`src/rtl/crank_gen_pkg.sv`:
```
// Purpose: shared types and constants for the crank/cam trigger-wheel generator.
// Latency: n/a (types and a pure helper function only).
// Backpressure: n/a.
package crank_gen_pkg;

  localparam int MIN_PERIOD   = 3;
  localparam int CFG_PRESC_W  = 8;
  localparam int CFG_PERIOD_W = 16;
  localparam int CFG_TOOTH_W  = 8;

  typedef enum logic [1:0] {
    CAM_OFF   = 2'd0,
    CAM_EVERY = 2'd1,
    CAM_PH0   = 2'd2,
    CAM_PH1   = 2'd3
  } cam_mode_t;

  // Crank-side configuration held in the pending and active shadow sets.
  // Field widths track the default PRESC_W/PERIOD_W/TOOTH_W of the top.
  typedef struct packed {
    logic [CFG_PRESC_W-1:0]  presc;
    logic [CFG_PERIOD_W-1:0] period;
    logic [CFG_TOOTH_W-1:0]  teeth;
    logic [1:0]              missing;
    logic [CFG_PERIOD_W-1:0] target;
    logic [CFG_PERIOD_W-1:0] step;
  } crank_cfg_t;

  // Shorter tooth periods leave no room for a distinct high/low phase.
  function automatic logic [CFG_PERIOD_W-1:0] clamp_period(input logic [CFG_PERIOD_W-1:0] v);
    return (v < CFG_PERIOD_W'(MIN_PERIOD)) ? CFG_PERIOD_W'(MIN_PERIOD) : v;
  endfunction

endpackage

```
`src/rtl/crank_cam_chan.sv`:
```
// Purpose: one cam channel, placed by tooth index and gated by engine phase.
// Latency: output updates on the same clk edge as the end-of-tooth it reacts to.
// Backpressure: none; only advances on end-of-tooth, so it freezes with the wheel.
module crank_cam_chan
  import crank_gen_pkg::*;
#(
  parameter int TOOTH_W = 8
) (
  input  logic               clk,
  input  logic               rst,
  input  logic               eot,
  input  logic [TOOTH_W-1:0] new_idx,
  input  logic               new_phase,
  input  cam_mode_t          mode,
  input  logic [TOOTH_W-1:0] rise,
  input  logic [TOOTH_W-1:0] fall,
  output logic               cam
);

  logic qualifies;

  // Channel is live in this revolution only if its mode matches the new phase.
  always_comb begin
    qualifies = 1'b0;
    case (mode)
      CAM_EVERY: qualifies = 1'b1;
      CAM_PH0:   qualifies = ~new_phase;
      CAM_PH1:   qualifies = new_phase;
      default:   qualifies = 1'b0;
    endcase
  end

  // Edge placement on tooth boundaries; fall is checked first so it wins a tie.
  always_ff @(posedge clk or posedge rst) begin
    if (rst) begin
      cam <= 1'b0;
    end else if (eot) begin
      if (!qualifies)
        cam <= 1'b0;
      else if (new_idx == fall)
        cam <= 1'b0;
      else if (new_idx == rise)
        cam <= 1'b1;
    end
  end

endmodule

```
`src/rtl/crank_cam_gen.sv`:
```
// Purpose: crank tooth wheel (missing-tooth gap) plus CAM_N cam channels; speed ramp under CRANK_CAM_GEN_RAMP_EN.
// Latency: all outputs registered; they change on the clk of the qualifying prescaler tick.
// Backpressure: en low freezes counters and outputs; cfg_load is held pending until rev wrap or idle.
module crank_cam_gen
  import crank_gen_pkg::*;
#(
  parameter int PRESC_W  = 8,
  parameter int PERIOD_W = 16,
  parameter int TOOTH_W  = 8,
  parameter int CAM_N    = 2
) (
  input  logic                     clk,
  input  logic                     rst,
  input  logic                     en,
  input  logic [PRESC_W-1:0]       cfg_presc,
  input  logic [PERIOD_W-1:0]      cfg_period,
  input  logic [TOOTH_W-1:0]       cfg_teeth,
  input  logic [1:0]               cfg_missing,
  input  logic [2*CAM_N-1:0]       cfg_cam_mode,
  input  logic [TOOTH_W*CAM_N-1:0] cfg_cam_rise,
  input  logic [TOOTH_W*CAM_N-1:0] cfg_cam_fall,
  input  logic [PERIOD_W-1:0]      cfg_target,
  input  logic [PERIOD_W-1:0]      cfg_step,
  input  logic                     cfg_load,
  output logic                     vr_out,
  output logic [CAM_N-1:0]         cam_out,
  output logic [TOOTH_W-1:0]       tooth_idx,
  output logic                     phase,
  output logic                     rev_strobe,
  output logic                     ramp_done
);

  // Tick counter is two bits wider so the gap tooth (up to 4x) fits.
  localparam int TW = PERIOD_W + 2;

  crank_cfg_t               sh_cfg, pd_cfg;
  logic                     pending;
  logic [2*CAM_N-1:0]       sh_mode, pd_mode, mode_use;
  logic [TOOTH_W*CAM_N-1:0] sh_rise, pd_rise, rise_use;
  logic [TOOTH_W*CAM_N-1:0] sh_fall, pd_fall, fall_use;

  logic [PRESC_W-1:0]  p;
  logic [TW-1:0]       t;
  logic [PERIOD_W-1:0] period_eff;
  logic [TW-1:0]       pp1, gap_top, top;
  logic                tick, last, eot, wrap, apply;
  logic [TOOTH_W-1:0]  idx_nxt;

  // Comparisons use >= so a shadow update that shrinks a limit mid-tooth cannot strand a counter.
  assign tick    = en && (p >= sh_cfg.presc);
  assign last    = (tooth_idx >= sh_cfg.teeth);
  assign eot     = tick && (t >= top);
  assign wrap    = eot && last;
  assign apply   = pending && (wrap || !en);
  assign idx_nxt = last ? '0 : tooth_idx + TOOTH_W'(1);

  // On a wrap that applies new config, cams see the values of the revolution being entered.
  assign mode_use = apply ? pd_mode : sh_mode;
  assign rise_use = apply ? pd_rise : sh_rise;
  assign fall_use = apply ? pd_fall : sh_fall;

`ifdef CRANK_CAM_GEN_RAMP_EN
  logic [PERIOD_W-1:0] period_act, period_act_d, base, tgt_d, stp;
  logic                unused_cfg;

  assign period_eff = period_act;
  assign unused_cfg = ^sh_cfg.period;

  // New shadow values take effect first, then a wrap moves the period one step toward target.
  always_comb begin
    base         = apply ? clamp_period(pd_cfg.period) : period_act;
    tgt_d        = apply ? clamp_period(pd_cfg.target) : clamp_period(sh_cfg.target);
    stp          = apply ? pd_cfg.step : sh_cfg.step;
    period_act_d = base;
    if (wrap) begin
      if (base > tgt_d)
        period_act_d = ((base - tgt_d) > stp) ? base - stp : tgt_d;
      else if (base < tgt_d)
        period_act_d = ((tgt_d - base) > stp) ? base + stp : tgt_d;
    end
  end

  // Active period register and its done flag, kept in step with each other.
  always_ff @(posedge clk or posedge rst) begin
    if (rst) begin
      period_act <= PERIOD_W'(MIN_PERIOD);
      ramp_done  <= 1'b0;
    end else begin
      period_act <= period_act_d;
      ramp_done  <= (period_act_d == tgt_d);
    end
  end
`else
  logic unused_cfg;

  assign period_eff = clamp_period(sh_cfg.period);
  assign unused_cfg = ^{sh_cfg.target, sh_cfg.step};

  // Without the ramp the period is always at its target.
  always_ff @(posedge clk or posedge rst) begin
    if (rst) ramp_done <= 1'b0;
    else     ramp_done <= 1'b1;
  end
`endif

  // Tooth top: the last real tooth absorbs the missing ones, (period+1)*(missing+1)-1 ticks.
  always_comb begin
    pp1 = TW'(period_eff) + TW'(1);
    case (sh_cfg.missing)
      2'd0:    gap_top = pp1;
      2'd1:    gap_top = pp1 << 1;
      2'd2:    gap_top = (pp1 << 1) + pp1;
      default: gap_top = pp1 << 2;
    endcase
    gap_top = gap_top - TW'(1);
    top     = last ? gap_top : TW'(period_eff);
  end

  // Pending/active config sets; a load in the same clk as an apply is kept for the next one.
  always_ff @(posedge clk or posedge rst) begin
    if (rst) begin
      sh_cfg  <= '0;
      pd_cfg  <= '0;
      sh_mode <= '0;
      pd_mode <= '0;
      sh_rise <= '0;
      pd_rise <= '0;
      sh_fall <= '0;
      pd_fall <= '0;
      pending <= 1'b0;
    end else begin
      if (apply) begin
        sh_cfg  <= pd_cfg;
        sh_mode <= pd_mode;
        sh_rise <= pd_rise;
        sh_fall <= pd_fall;
        pending <= 1'b0;
      end
      if (cfg_load) begin
        pd_cfg  <= '{presc: cfg_presc, period: cfg_period, teeth: cfg_teeth,
                     missing: cfg_missing, target: cfg_target, step: cfg_step};
        pd_mode <= cfg_cam_mode;
        pd_rise <= cfg_cam_rise;
        pd_fall <= cfg_cam_fall;
        pending <= 1'b1;
      end
    end
  end

  // Wheel timing: prescaler, tick-in-tooth, tooth index, phase and VR edges.
  always_ff @(posedge clk or posedge rst) begin
    if (rst) begin
      p          <= '0;
      t          <= '0;
      tooth_idx  <= '0;
      phase      <= 1'b0;
      vr_out     <= 1'b0;
      rev_strobe <= 1'b0;
    end else begin
      rev_strobe <= wrap;
      if (en) begin
        if (tick) begin
          p <= '0;
          if (eot) begin
            t         <= '0;
            vr_out    <= 1'b0;
            tooth_idx <= idx_nxt;
            if (last) phase <= ~phase;
          end else begin
            t <= t + TW'(1);
            if (t == (top >> 1)) vr_out <= 1'b1;
          end
        end else begin
          p <= p + PRESC_W'(1);
        end
      end
    end
  end

  for (genvar c = 0; c < CAM_N; c++) begin : g_cam
    crank_cam_chan #(.TOOTH_W(TOOTH_W)) u_chan (
      .clk       (clk),
      .rst       (rst),
      .eot       (eot),
      .new_idx   (idx_nxt),
      .new_phase (phase ^ last),
      .mode      (cam_mode_t'(mode_use[2*c +: 2])),
      .rise      (rise_use[TOOTH_W*c +: TOOTH_W]),
      .fall      (fall_use[TOOTH_W*c +: TOOTH_W]),
      .cam       (cam_out[c])
    );
  end

endmodule

```
`config.mk`:
```
export PLATFORM = sky130hd
export DESIGN_NAME = crank_cam_gen
export DESIGN_NICKNAME = d
export VERILOG_FILES = /design/src/rtl/crank_gen_pkg.sv /design/src/rtl/crank_cam_chan.sv /design/src/rtl/crank_cam_gen.sv
export SDC_FILE = /design/constraint.sdc
export NUM_CORES = 1
export LEC_CHECK = 0
export CAP_MARGIN = 20
export CORE_UTILIZATION = 52
export DETAILED_ROUTE_END_ITERATION = 8
export GPL_ROUTABILITY_DRIVEN = 0
export MAX_ROUTING_LAYER = met4
export PLACE_DENSITY = 0.76
export SLEW_MARGIN = 10
export SYNTH_ARGS = -nofsm -noshare
export SYNTH_HDL_FRONTEND = slang
export SYNTH_HIERARCHICAL = 1
export SYNTH_SLANG_ARGS = --single-unit
```
`constraint.sdc`:
```
create_clock -name clk -period 7.6 [get_ports clk]
set_clock_uncertainty 0.1 [all_clocks]
set_input_delay 1.9 -clock clk [delete_from_list [all_inputs] [get_ports clk]]
set_output_delay 1.9 -clock clk [all_outputs]
set_load 0.01 [all_outputs]
```
==> impl_metrics.json, run 1 <==
{
  "wl_met1_um": 11800,
  "ir_worst_vdd_v": 0.000183,
  "antenna_cells": 0,
  "top_layer_used": "met4",
  "power_switching_mw": 1.46,
  "r2r_cells": 37,
  "drt-total-wl_um": 26600,
  "core_region_area_mm2": 0.0212,
  "design_area_mm2": 0.0140,
  "clock-sinks": 181,
  "grt_max_degree": 122,
  "grt_antenna_before_repair": 0,
  "drt_iter0_markers": 459,
  "antenna_left": 0,
  "p_leak_nw": 6.03,
  "ys_ff_latch": 181,
  "slew_violations": 0,
  "crit_path_start_kind": "register",
  "clockRootBuffer": "clkbuf_16",
  "ioPinCount": 120,
  "synth_cell_types": 86,
  "hold_violations": 0,
  "post-route-drc-count": 0,
  "max_stage_delay_ns": 0.42,
  "grt_pass1_wl_um": 42200,
  "syn2layout_area_growth_pct": 24.3,
  "p_clk_frac": 0.233,
  "nets": 1355,
  "hold_buffers": 0,
  "cellInternalPower_mw": 2.40,
  "cts_made_buffers": 17,
  "worstMarginPinSlew_ns": 1.15,
  "dieArea_mm2": 0.0223,
  "syn_area_per_cell_um2": 10.7,
  "hold_path_depth": 1,
  "htree_levels": 4,
  "syn-instance-count": 1055,
  "crit_fanout": 16,
  "slew_headroom": 0.234,
  "cap_violations": 0,
  "cts_max_path_buffers": 2,
  "syn_area_mm2": 0.0113,
  "hp-class": "register to register",
  "wl_per_cell_um": 18.0,
  "grt_use_total": 0.245,
  "dieWidth_um": 149,
  "drt-pass1-iter-count": 5,
  "num_rows": 53,
  "insertion_delay_ns": 0.43,
  "route.met2.wl_um": 13500,
  "setup-violations-final": 0,
  "mostFrequentLayoutCells": "181 x dfrtp_1, 151 x mux2_2, 86 x clkdlybuf4s50_1, 78 x buf_4, 59 x nor2_1",
  "power_density_mw_per_mm2": 275,
  "cp.required_ns": 7.80,
  "overflow": 0,
  "swShare": 0.379,
  "wl_met3_um": 897,
  "grt_pass1_vias": 8647,
  "cp.arrival_ns": 7.60,
  "final_common_cell": "dfrtp_1",
  "detailed_place_hpwl_um": 18400,
  "holdPathEnd": "sh_cfg[50]",
  "r2r-end": "g_cam[0].u_chan/cam",
  "finalCritPeriodShare": 0.974,
  "fin_hold_ws_ns": 0.407,
  "synth.yosys.seq_area_share": 0.401,
  "comb_power_share": 0.447,
  "cp_common_cell": "a21o_1",
  "syn-num-nets": 1217,
  "cts_tree": "yes",
  "fin_crit_ns": 7.40,
  "io_buffers": 87,
  "clk_pin_slew_worst_paths_ns": 0.08,
  "synth_edf_count": 0,
  "p_seq_frac": 0.320,
  "reg2reg_from": "sh_cfg[56]",
  "rrSetupSlack_ns": 0.20,
  "yosysWarningCount": 6,
  "end_kind": "register",
  "cp_slowest_cell": "dfrtp_1",
  "detailed_place.area_mm2": 0.0128,
  "drive_above_1_share": 0.299,
  "synthArstFlopShare": 1.00,
  "yosys_most_used_dff": "dfrtp_1",
  "worst-setup-path-type": "register to register",
  "num_vias": 8639,
  "fmax_mhz": 135,
  "hold_start": "pd_cfg[50]",
  "initial_core_util": 0.534,
  "die_h_um": 149,
  "status": "finished, final reports clean",
  "via_per_inst": 5.83
}
power groups by stage:
stage	logic [mW]	registers (mW)	clock network (mW)
floorplan	1.09	1.21	0
global placement	1.45	1.24	0
detailed placement	1.49	1.25	0
CTS	1.52	1.23	0.916
global route	1.87	1.25	0.953
finish	1.73	1.23	0.900
how the worst max path moves through the flow:
stage,start,end,slack [ns],depth (start not counted)
after floorplan,sh_cfg[47],g_cam[1].u_chan/cam,0.02,36
after global placement,sh_cfg[53],g_cam[0].u_chan/cam,0.11,33
after detailed placement,sh_cfg[53],g_cam[0].u_chan/cam,-0.03,35
after CTS,sh_cfg[53],g_cam[0].u_chan/cam,0.003,36
after global routing,sh_cfg[56],g_cam[0].u_chan/cam,-0.03,37
final,sh_cfg[56],g_cam[0].u_chan/cam,0.20,37
Yosys cell counts, types with 6 or more instances:
master	n	area, um2
mux2i_1	7	70.1
xor2_1	47	412
o211ai_1	7	52.6
nand3_1	29	145
mux2_2	152	1710
or3_1	8	50.1
nand4_1	19	119
a21oi_1	47	235
buf_2	15	75.1
a211oi_1	9	67.6
nand2_1	45	169
nor2b_1	6	37.5
xnor2_1	54	473
and2_1	9	56.3
dfrtp_1	181	4530
nor2_1	64	240
a21o_1	19	143
nor3_1	13	65.1
o21ai_0	27	135
nand2b_1	17	106
clkbuf_1	29	109
nor4_1	8	50.1
and3_1	13	81.3
inv_1	39	146
o21a_1	6	45.0
ha_1	55	688
flip-flops by register name, summed over array words and instances (netlist names):
signal	flops
g_cam.u_chan/cam	2
pending	1
pd_rise	16
p	8
sh_cfg	34
rev_strobe	1
pd_mode	4
tooth_idx	8
t	18
pd_cfg	34
pd_fall	16
sh_fall	16
sh_mode	4
phase	1
vr_out	1
sh_rise	16
ramp_done	1
repair_timing:
| action | in CTS | in global routing |
|---|---|---|
| pin swaps | 1 | 38 |
| gates resized for setup | 9 | 79 |
| gates cloned | 0 | 1 |
| endpoints found under the hold margin | 0 | 0 |
| endpoints found under the setup margin | 2 | 2 |
| buffers inserted | 0 | 22 |
cell families after synthesis:
group / synth area share
AOI/OAI and AO/OA: 0.121
xor gates and xnor gates: 0.0919
adders and majority gates: 0.0627
buffers and inverters: 0.0340
DFF: 0.401
muxes: 0.162
other: 0.000332
and+or+nand+nor: 0.127
area by class of cell:
class                           instances  area (um2)
Tap cell                              275         344
Multi-Input combinational cell        783        6840
Timing Repair Buffer                  171        1560
Fill cell                            1542        7110
Sequential cell                       181        4530
Clock inverter                         15         201
Clock buffer                           17         425
Inverter                               39         151
critical path: cells and delay by family, from the launching register on:
family / cells / cell delay (ns)
AOI/OAI and AO/OA: 13 / 2.24
and+or+nand+nor: 11 / 1.96
buffers and inverters: 6 / 0.89
xor gates and xnor gates: 3 / 0.64
adders and majority gates: 3 / 0.63
DFF: 1 / 0.42
muxes: 1 / 0.38
metrics by stage:
step / setup WS (ns) / util / std cells / total power [mW] / setup TNS [ns]
after floorplan: 0.0182 / - / 1055 / 2.30 / 0
after global placement: 0.106 / 0.604 / 1425 / 2.68 / 0
after detailed placement: -0.0258 / 0.604 / 1425 / 2.74 / -0.0258
after CTS: 0.00279 / 0.635 / 1457 / 3.67 / 0
after global routing: -0.0252 / 0.664 / 1481 / 4.08 / -0.0455
final: 0.200 / 0.664 / 1481 / 3.86 / 0
routing by layer:
layer,global-route usage,up-vias
li1,-,4113
met1,0.318,4293
met2,0.407,196
met3,0.0326,37
met4,0.0602,0
met5,-,-
Power figures use the tool's default switching activity.
==> run 2: changes to the inputs <==
- GPL_ROUTABILITY_DRIVEN: 0 -> 1
==> results of run 2 <==
Same layout as run 1: the final DEF is identical, and so are final timing and power.
